$ cat src/rtl/rc4_decrypt_ctrl.sv
// RC4 decrypt controller: pulls keystream bytes, XORs with ciphertext ROM, writes plaintext, judges the key.
// Optional macro RC4_DECRYPT_EARLY_ABORT_EN: stop at the first out-of-range byte without writing it.
module rc4_decrypt_ctrl #(
    parameter int unsigned MSG_LEN = 32,
    parameter int unsigned ADDR_W  = 5,
    parameter logic [7:0]  CHAR_LO = 8'h20,
    parameter logic [7:0]  CHAR_HI = 8'h7E
) (
    input  logic              clk,
    input  logic              n_rst_i,
    input  logic              start_i,
    output logic              gen_val_o,
    input  logic              val_ready_i,
    input  logic [7:0]        keystream_i,
    output logic [ADDR_W-1:0] ct_addr_o,
    input  logic [7:0]        ct_data_i,
    output logic              pt_we_o,
    output logic [ADDR_W-1:0] pt_addr_o,
    output logic [7:0]        pt_data_o,
    output logic              busy_o,
    output logic              done_o,
    output logic              key_ok_o
);
    localparam int unsigned       BYTE_W   = 8;
    localparam logic [ADDR_W-1:0] LAST_IDX = ADDR_W'(MSG_LEN - 1);

`ifdef RC4_DECRYPT_EARLY_ABORT_EN
    localparam bit EARLY_ABORT = 1'b1;
`else
    localparam bit EARLY_ABORT = 1'b0;
`endif

    typedef enum logic [2:0] {
        S_IDLE,
        S_REQ,
        S_ARM,
        S_WAIT_KS,
        S_WRITE,
        S_DONE
    } state_e;

    state_e              state_q, state_d;
    logic [ADDR_W-1:0]   idx_q, idx_d;
    logic [ADDR_W-1:0]   pa_q, pa_d;
    logic [BYTE_W-1:0]   pt_q, pt_d;
    logic                bad_q, bad_d;
    logic                inr_q, inr_d;
    logic                key_ok_q, key_ok_d;
    logic                gen_val_q, gen_val_d;
    logic                pt_we_q, pt_we_d;
    logic                busy_q, busy_d;
    logic                done_q, done_d;
    logic [BYTE_W-1:0]   pt_c;
    logic                pt_in_range_c;
    logic                last_c;
    logic                abort_c;

    assign pt_c          = keystream_i ^ ct_data_i;
    assign pt_in_range_c = (pt_c >= CHAR_LO) && (pt_c <= CHAR_HI);
    assign last_c        = (idx_q == LAST_IDX);
    assign abort_c       = EARLY_ABORT && !inr_q;

    // State register
    always_ff @(posedge clk or negedge n_rst_i) begin
        if (!n_rst_i) begin
            state_q <= S_IDLE;
        end else begin
            state_q <= state_d;
        end
    end

    // Next-state logic; ARM exists to skip the stale valReady left over from the previous byte
    always_comb begin
        state_d = state_q;
        case (state_q)
            S_IDLE:    if (start_i) state_d = S_REQ;
            S_REQ:     state_d = S_ARM;
            S_ARM:     state_d = S_WAIT_KS;
            S_WAIT_KS: if (val_ready_i) state_d = S_WRITE;
            S_WRITE:   state_d = (abort_c || last_c) ? S_DONE : S_REQ;
            S_DONE:    state_d = S_IDLE;
            default:   state_d = S_IDLE;
        endcase
    end

    // Datapath and output next values, outputs decoded from the upcoming state so they register cleanly
    always_comb begin
        idx_d    = idx_q;
        pa_d     = pa_q;
        pt_d     = pt_q;
        bad_d    = bad_q;
        inr_d    = inr_q;
        key_ok_d = key_ok_q;
        case (state_q)
            S_IDLE: begin
                if (start_i) begin
                    idx_d    = '0;
                    bad_d    = 1'b0;
                    key_ok_d = 1'b0;
                end
            end
            S_WAIT_KS: begin
                if (val_ready_i) begin
                    pt_d  = pt_c;
                    pa_d  = idx_q;
                    inr_d = pt_in_range_c;
                end
            end
            S_WRITE: begin
                if (!inr_q) begin
                    bad_d = 1'b1;
                end
                // Terminal compare happens before the increment, so idx never wraps
                if (state_d == S_DONE) begin
                    key_ok_d = !bad_q && inr_q;
                end else begin
                    idx_d = idx_q + ADDR_W'(1);
                end
            end
            default: ;
        endcase
        gen_val_d = (state_d == S_REQ);
        pt_we_d   = (state_d == S_WRITE) && (inr_d || !EARLY_ABORT);
        busy_d    = (state_d != S_IDLE);
        done_d    = (state_d == S_DONE);
    end

    // Datapath and output registers
    always_ff @(posedge clk or negedge n_rst_i) begin
        if (!n_rst_i) begin
            idx_q     <= '0;
            pa_q      <= '0;
            pt_q      <= '0;
            bad_q     <= 1'b0;
            inr_q     <= 1'b0;
            key_ok_q  <= 1'b0;
            gen_val_q <= 1'b0;
            pt_we_q   <= 1'b0;
            busy_q    <= 1'b0;
            done_q    <= 1'b0;
        end else begin
            idx_q     <= idx_d;
            pa_q      <= pa_d;
            pt_q      <= pt_d;
            bad_q     <= bad_d;
            inr_q     <= inr_d;
            key_ok_q  <= key_ok_d;
            gen_val_q <= gen_val_d;
            pt_we_q   <= pt_we_d;
            busy_q    <= busy_d;
            done_q    <= done_d;
        end
    end

    assign gen_val_o = gen_val_q;
    assign ct_addr_o = idx_q;
    assign pt_we_o   = pt_we_q;
    assign pt_addr_o = pa_q;
    assign pt_data_o = pt_q;
    assign busy_o    = busy_q;
    assign done_o    = done_q;
    assign key_ok_o  = key_ok_q;

endmodule
$ cat config.mk
export PLATFORM = sky130hd
export DESIGN_NAME = rc4_decrypt_ctrl
export DESIGN_NICKNAME = d
export VERILOG_FILES = /design/src/rtl/rc4_decrypt_ctrl.sv
export SDC_FILE = /design/constraint.sdc
export NUM_CORES = 1
export LEC_CHECK = 0
export ABC_CLOCK_PERIOD_IN_PS = 1700
export CORE_UTILIZATION = 40
export DETAILED_ROUTE_END_ITERATION = 12
export MAX_ROUTING_LAYER = met4
export PLACE_DENSITY = 0.75
export RECOVER_POWER = 50
export SYNTH_ARGS = -nofsm -noshare
export SYNTH_HDL_FRONTEND = slang
export SYNTH_SLANG_ARGS = --single-unit
$ cat constraint.sdc
create_clock -name clk -period 1.7 [get_ports clk]
set_clock_uncertainty 0.05 [all_clocks]
set_input_delay 0.17 -clock clk [delete_from_list [all_inputs] [get_ports clk]]
set_output_delay 0.17 -clock clk [all_outputs]
set_load 0.02 [all_outputs]
==> flow_metrics.env, run 1 <==
export IMPL_internal_power_mw=1.592
export IMPL_powerDensity_mw_per_mm2=1358
export IMPL_dr_first_iter_drc_count=25
export IMPL_yosys_warnings=0
export IMPL_max_slew_margin=0.5575
export IMPL_synth_nets=137
export IMPL_rows=20
export IMPL_final_hold_violation_count=0
export IMPL_ys_ff_latch=28
export IMPL_die_h_um=58.18
export IMPL_seqPwrFrac=0.400
export IMPL_required_ps=1890
export IMPL_end_kind="flop"
export IMPL_netlist_area_mm2=0.001262
export IMPL_cts_clk_slew_worst_paths_ps=150
export IMPL_cts_sinks=28
export IMPL_portBuffers=42
export IMPL_viasPerCell=4.808
export IMPL_core_mm2=0.003028
export IMPL_clk_latency_ps=320
export IMPL_rsz0062_at_grt="true"
export IMPL_mostFrequentLayoutCells="clkdlybuf4s50_1 (36), dfrtp_1 (26), nand2_1 (14)"
export IMPL_wl_per_cell_um=12.50
export IMPL_h_tree_depth=1
export IMPL_dr_total_vias=1024
export IMPL_synth_area_leaders="dfrtp_1 (56%), xnor2_1 (4.9%), nand2_1 (4.2%)"
export IMPL_fin_setup_tns_ps=0
export IMPL_drt_first_pass_iters=4
export IMPL_die_x_um=58.18
export IMPL_grt_max_degree=29
export IMPL_cts_root_buffer="clkbuf_4"
export IMPL_overflow=0
export IMPL_routed_wl_um=2663
export IMPL_place_congestion=0.7187
export IMPL_cts_buffers_inserted=3
export IMPL_grt_pass1_vias=1052
export IMPL_max_freq_mhz=589.3
export IMPL_finalCritPeriodShare=0.9981
export IMPL_yosysTopAreaCellShare=0.5550
export IMPL_ir_drop_mv=0.5744
export IMPL_cp_arrival_ps=1880
export IMPL_slew_violations=0
export IMPL_finalSetupViolCount=0
export IMPL_pwr_share_comb=0.476
export IMPL_drc_errors=0
export IMPL_startpoint="ct_addr_o[0]$_DFFE_PN0P_"
export IMPL_clkPwrFrac=0.124
export IMPL_grt_antenna_before_repair=0
export IMPL_ant_nets=0
export IMPL_status="finished clean"
export IMPL_crit_path_start_kind="flop"
export IMPL_dp_hpwl_um=2108
export IMPL_worst_pin_slew_ps=663.8
export IMPL_p_sw_frac=0.3706
export IMPL_initial_core_util=0.4169
export IMPL_syn_to_final_growth_pct=47.57
export IMPL_layout_drive_gt1_share=0.1716
export IMPL_period_needed_ps=1697
export IMPL_layout_nets=192
export IMPL_hp_class="in -> async"
export IMPL_seq_area_frac_synth=0.5550
export IMPL_antennaDiodeCount=0
export IMPL_grt_pass1_wl_um=4581
export IMPL_cts_tree="yes"
export IMPL_final_core_util=0.6153
export IMPL_syn_avg_cell_area_um2=10.98
export IMPL_io_pins=43
export IMPL_cap_violations=0
export IMPL_grt_usage=0.1857
export IMPL_dieArea_mm2=0.003385
export IMPL_rr_worst_depth=7
export IMPL_reg2reg_from="ct_addr_o[0]$_DFFE_PN0P_"
export IMPL_syn_inst=115
export IMPL_synth_top_cell_by_area="dfrtp_1"
export IMPL_power_switching_mw=0.9375
export IMPL_final_common_cell="clkdlybuf4s50_1"
export IMPL_clockBufferDepth=2
export IMPL_worstSetupPathType="reg -> reg"
export IMPL_crit_fanout=2
export IMPL_total_leakage_power_nw=0.8814
export IMPL_holdBufCountCts=0
export IMPL_yosysUniqueCellTypes=30
export IMPL_holdWs_ps=331.0
## metal layers
layer | vias up | GRT usage | wire (um)
met5 | - | - | 0
met4 | 0 | 0.07483 | 46
met3 | 4 | 0.02679 | 58
met2 | 18 | 0.3136 | 1364
met1 | 492 | 0.2232 | 1193
li1 | 510 | - | -
## synth_stat cells
master	instances
clkbuf_2	1
dfrtp_1	28
mux2_2	4
buf_2	2
nor3_1	4
a21o_1	1
inv_1	3
a32o_1	1
and3_1	3
nand4_1	1
a22oi_1	1
nor4_1	1
nor2_1	8
xnor2_1	7
nand2b_1	3
buf_8	1
or2_2	1
mux2i_1	1
nand3_1	1
mux2_4	2
o21ai_0	9
o21ai_1	2
o2bb2ai_1	1
ha_1	2
buf_6	1
a21oi_1	4
nand2_1	14
a22o_1	6
xor2_1	1
clkbuf_1	1
## area by class of cell
cell class	count	area [um2]
timing repair buffer	56	518.0
fill	246	1165
sequential	28	703.2
clock buffer	4	36.28
inverter	3	11.26
tap	44	55.05
multi-input combinational	78	539.3
## path summary, 6_finish.rpt
check | endpoint | slack (ps)
max | ct_addr_o[3]$_DFFE_PN0P_ | 3
min | pt_addr_o[0]$_DFFE_PN0P_ | 330
max reg2reg | ct_addr_o[3]$_DFFE_PN0P_ | 3
min reg2reg | pt_data_o[2]$_DFFE_PN0P_ | 450
max in group asynchronous | ct_addr_o[1]$_DFFE_PN0P_ | 810
min in group clk | state_q[0]$_DFF_PN0_ | 420
## cells by family (layout without fill, tap and decap cells)
group,Yosys count,in the layout,synth area share
xor+xnor,8,8,0.05550
mux,7,7,0.06739
simple gates,36,36,0.1298
fa+ha+maj,2,2,0.01982
compound gates,25,25,0.1279
buf+inv,9,63,0.04459
flops,28,28,0.5550
## state kept, by name (all words and copies together), names as in the netlist
signal / flops
pt_data_o: 8
ct_addr_o: 5
pt_addr_o: 5
state_q: 3
bad_q: 1
busy_o: 1
done_o: 1
gen_val_o: 1
inr_q: 1
key_ok_o: 1
pt_we_o: 1
## worst max-delay path, stage by stage, from the launching register on
cell and delay (ps):
dfrtp_2 450, ha_4 160, and3_4 180, ha_4 150
inv_2 50, nand4_1 90, mux2_4 310, a22o_1 170
## timing repair
action,CTS,global route
setup buffers,0,3
gates resized for setup,3,2
pin swaps,1,1
setup endpoints to repair,4,3
## power by group through the flow
stage	Sequential [mW]	Combinational [mW]	Clock (mW)
after detailed placement	1.03	1.24	0
after global placement	1.01	1.21	0
after floorplan	1.25	0.446	0
after CTS	1.01	1.23	0.329
after global routing	1.04	1.32	0.351
final	1.01	1.20	0.315
## per-stage QoR
stage               total power [mW]  setup WS [ps]  std cells  cell area (um2)
detailed placement             2.266         -3.923        206             1812
floorplan                      1.696         -194.9        115             1305
finish                         2.530          3.158        213             1863
global route                   2.706         -49.96        213             1863
global placement               2.219          33.01        206             1812
CTS                            2.567         -14.41        210             1844
No activity file was read; power rests on OpenSTA's default activity.
==> run 2, diff against run 1 <==
--- a/config.mk
+++ b/config.mk
@@ -5,8 +5,9 @@
 export SDC_FILE = /design/constraint.sdc
 export NUM_CORES = 1
 export LEC_CHECK = 0
-export ABC_CLOCK_PERIOD_IN_PS = 1700
-export CORE_UTILIZATION = 40
+export ABC_CLOCK_PERIOD_IN_PS = 2000
+export CORE_ASPECT_RATIO = 0.6
+export CORE_UTILIZATION = 42
 export DETAILED_ROUTE_END_ITERATION = 12
 export MAX_ROUTING_LAYER = met4
 export PLACE_DENSITY = 0.75
==> constraint.sdc (replaced) <==
create_clock -name clk -period 2 [get_ports clk]
set_clock_uncertainty 0.05 [all_clocks]
set_input_delay 0.2 -clock clk [delete_from_list [all_inputs] [get_ports clk]]
set_output_delay 0.2 -clock clk [all_outputs]
set_load 0.02 [all_outputs]
==> run 2 against run 1 <==
Fmax down 10%. Core utilization is 5.6 points higher. Global-route usage increased by 2.0 points. Cell area is 3.4% lower. First-iteration DRC count rose to 2.8 times the previous value. Combinational power shrank 21%. Critical path depth unchanged. Flip-flop and latch count did not move.
==> flow_metrics.env, run 2 (synthesis results as in run 1) <==
export IMPL_io_pins=43
export IMPL_period_needed_ps=1887
export IMPL_final_core_util=0.6713
export IMPL_post_cts_buffers=0
export IMPL_dp_hpwl_um=2151
export IMPL_cts_tree="yes"
export IMPL_final_common_cell="clkdlybuf4s50_1"
export IMPL_layout_nets=185
export IMPL_end_kind="flop"
export IMPL_worst_pin_slew_ps=891.1
export IMPL_pwr_share_comb=0.414
export IMPL_viasPerCell=5.000
export IMPL_portBuffers=42
export IMPL_place_congestion=0.8263
export IMPL_cts_root_buffer="clkbuf_8"
export IMPL_grtUsageMet1=0.2511
export IMPL_grt_most_used_layer="met2"
export IMPL_holdBufCountCts=0
export IMPL_rr_endpoint="ct_addr_o[3]$_DFFE_PN0P_"
export IMPL_final_hold_violation_count=0
export IMPL_initial_core_util=0.4711
export IMPL_cap_violations=0
export IMPL_cts_buffers_inserted=3
export IMPL_clkPwrFrac=0.193
export IMPL_grt_pass1_wl_um=4623
export IMPL_cp_arrival_ps=2010
export IMPL_finalSetupViolCount=0
export IMPL_required_ps=2120
export IMPL_grt_max_degree=29
export IMPL_status="finished clean"
export IMPL_slew_violations=0
export IMPL_rows=14
export IMPL_grtUsageMet2=0.3346
export IMPL_max_slew_margin=0.3996
export IMPL_clk_latency_ps=280
export IMPL_dieArea_mm2=0.003236
export IMPL_power_switching_mw=0.8059
export IMPL_h_tree_depth=1
export IMPL_dpl_instance_area_mm2=0.001742
export IMPL_cts_clk_slew_worst_paths_ps=90
export IMPL_largest_register_ffs=8
export IMPL_finalCritPeriodShare=0.9436
export IMPL_grt_usage=0.2059
export IMPL_grt_pass1_vias=950
export IMPL_antennaDiodeCount=0
export IMPL_die_h_um=44.47
export IMPL_cts_sinks=28
export IMPL_total_leakage_power_nw=0.8118
export IMPL_core_mm2=0.002680
export IMPL_rsz0062_at_grt="false"
export IMPL_max_freq_mhz=529.9
export IMPL_p_sw_frac=0.3538
export IMPL_powerDensity_mw_per_mm2=1266
export IMPL_hp_class="in -> async"
export IMPL_routed_wl_um=2839
export IMPL_internal_power_mw=1.472
export IMPL_syn_to_final_growth_pct=42.52
export IMPL_cts_resized=0
export IMPL_dr_first_iter_drc_count=69
export IMPL_drt_first_pass_iters=4
export IMPL_rr_worst_depth=7
export IMPL_reg2reg_from="ct_addr_o[0]$_DFFE_PN0P_"
export IMPL_worstSetupPathType="reg -> reg"
export IMPL_seqPwrFrac=0.393
export IMPL_fin_area_mm2=0.001799
export IMPL_dr_total_vias=1010
export IMPL_met3_usage=0.05923
export IMPL_crit_fanout=7
export IMPL_mostFrequentLayoutCells="clkdlybuf4s50_1 (41), dfrtp_1 (27), nand2_1 (14)"
export IMPL_drc_errors=0
export IMPL_overflow=0
export IMPL_grt_antenna_before_repair=0
export IMPL_clockBufferDepth=2
export IMPL_wl_per_cell_um=14.05
export IMPL_layout_drive_gt1_share=0.09259
export IMPL_fin_setup_tns_ps=0
export IMPL_ant_nets=0
export IMPL_rrSetupSlack_ps=110
export IMPL_crit_path_start_kind="flop"
export IMPL_ir_drop_mv=0.7390
export IMPL_die_x_um=72.78
## run 2: cell count changes in the layout (fill, tap and decap cells not counted), sizes merged
| cell | before | now |
|---|---|---|
| buf | 11 | 4 |
| bufinv | 0 | 1 |
| clkbuf | 7 | 6 |
| clkdlybuf4s50 | 36 | 41 |
| dlygate4sd2 | 3 | 0 |
| dlymetal6s2s | 2 | 0 |
## run 2: stage by stage
step | cells | power (mW) | hold slack [ps] | setup slack (ps)
floorplan | 115 | 1.427 | -145.6 | 11.95
global route | 202 | 2.412 | 346.5 | 32.06
detailed placement | 198 | 1.877 | 428.4 | 120.8
CTS | 202 | 2.329 | 247.8 | 100.0
global placement | 198 | 1.846 | 415.0 | 171.7
finish | 202 | 2.278 | 312.0 | 112.7
## run 2: routing by layer
metal	wire (um)	vias to the layer above
met3	172	6
met2	1301	40
met1	1327	474
met4	38	0
li1	-	490
met5	0	-
## run 2: power groups by stage
stage	Sequential, mW	Combinational, mW	Clock (mW)
final	0.895	0.944	0.439
after global routing	0.919	1.01	0.478
after CTS	0.896	0.979	0.454
after detailed placement	0.906	0.972	0
after global placement	0.890	0.956	0
after floorplan	1.05	0.374	0
## run 2: how the worst max path moves through the flow
stage | from | endpoint | slack, ps | cells past startpoint
final | ct_addr_o[0]$_DFFE_PN0P_ | ct_addr_o[3]$_DFFE_PN0P_ | 110 | 7
after global routing | ct_addr_o[0]$_DFFE_PN0P_ | ct_addr_o[3]$_DFFE_PN0P_ | 30 | 7
after CTS | ct_addr_o[0]$_DFFE_PN0P_ | ct_addr_o[3]$_DFFE_PN0P_ | 100 | 7
after detailed placement | ct_addr_o[0]$_DFFE_PN0P_ | ct_addr_o[3]$_DFFE_PN0P_ | 120 | 7
after global placement | ct_addr_o[0]$_DFFE_PN0P_ | ct_addr_o[3]$_DFFE_PN0P_ | 170 | 7
after floorplan | ct_addr_o[1]$_DFFE_PN0P_ | ct_addr_o[3]$_DFFE_PN0P_ | 10 | 8
## run 2: worst max-delay path, stage by stage, from the launching register on
cell and delay (ps):
dfrtp_2 460, ha_1 240, and3_1 190, ha_1 180, inv_1 100, nand4_1 100
mux2_2 290, a22o_1 170
## run 2: cell type report
class                   count  area, um2
well taps                  40      50.05
repair buffers             49      462.9
clock inverters             1      30.03
clock buffers               3      41.29
multi-input cells          78      501.7
inverters                   3      11.26
fillers                   215      880.8
flip-flops and latches     28      701.9
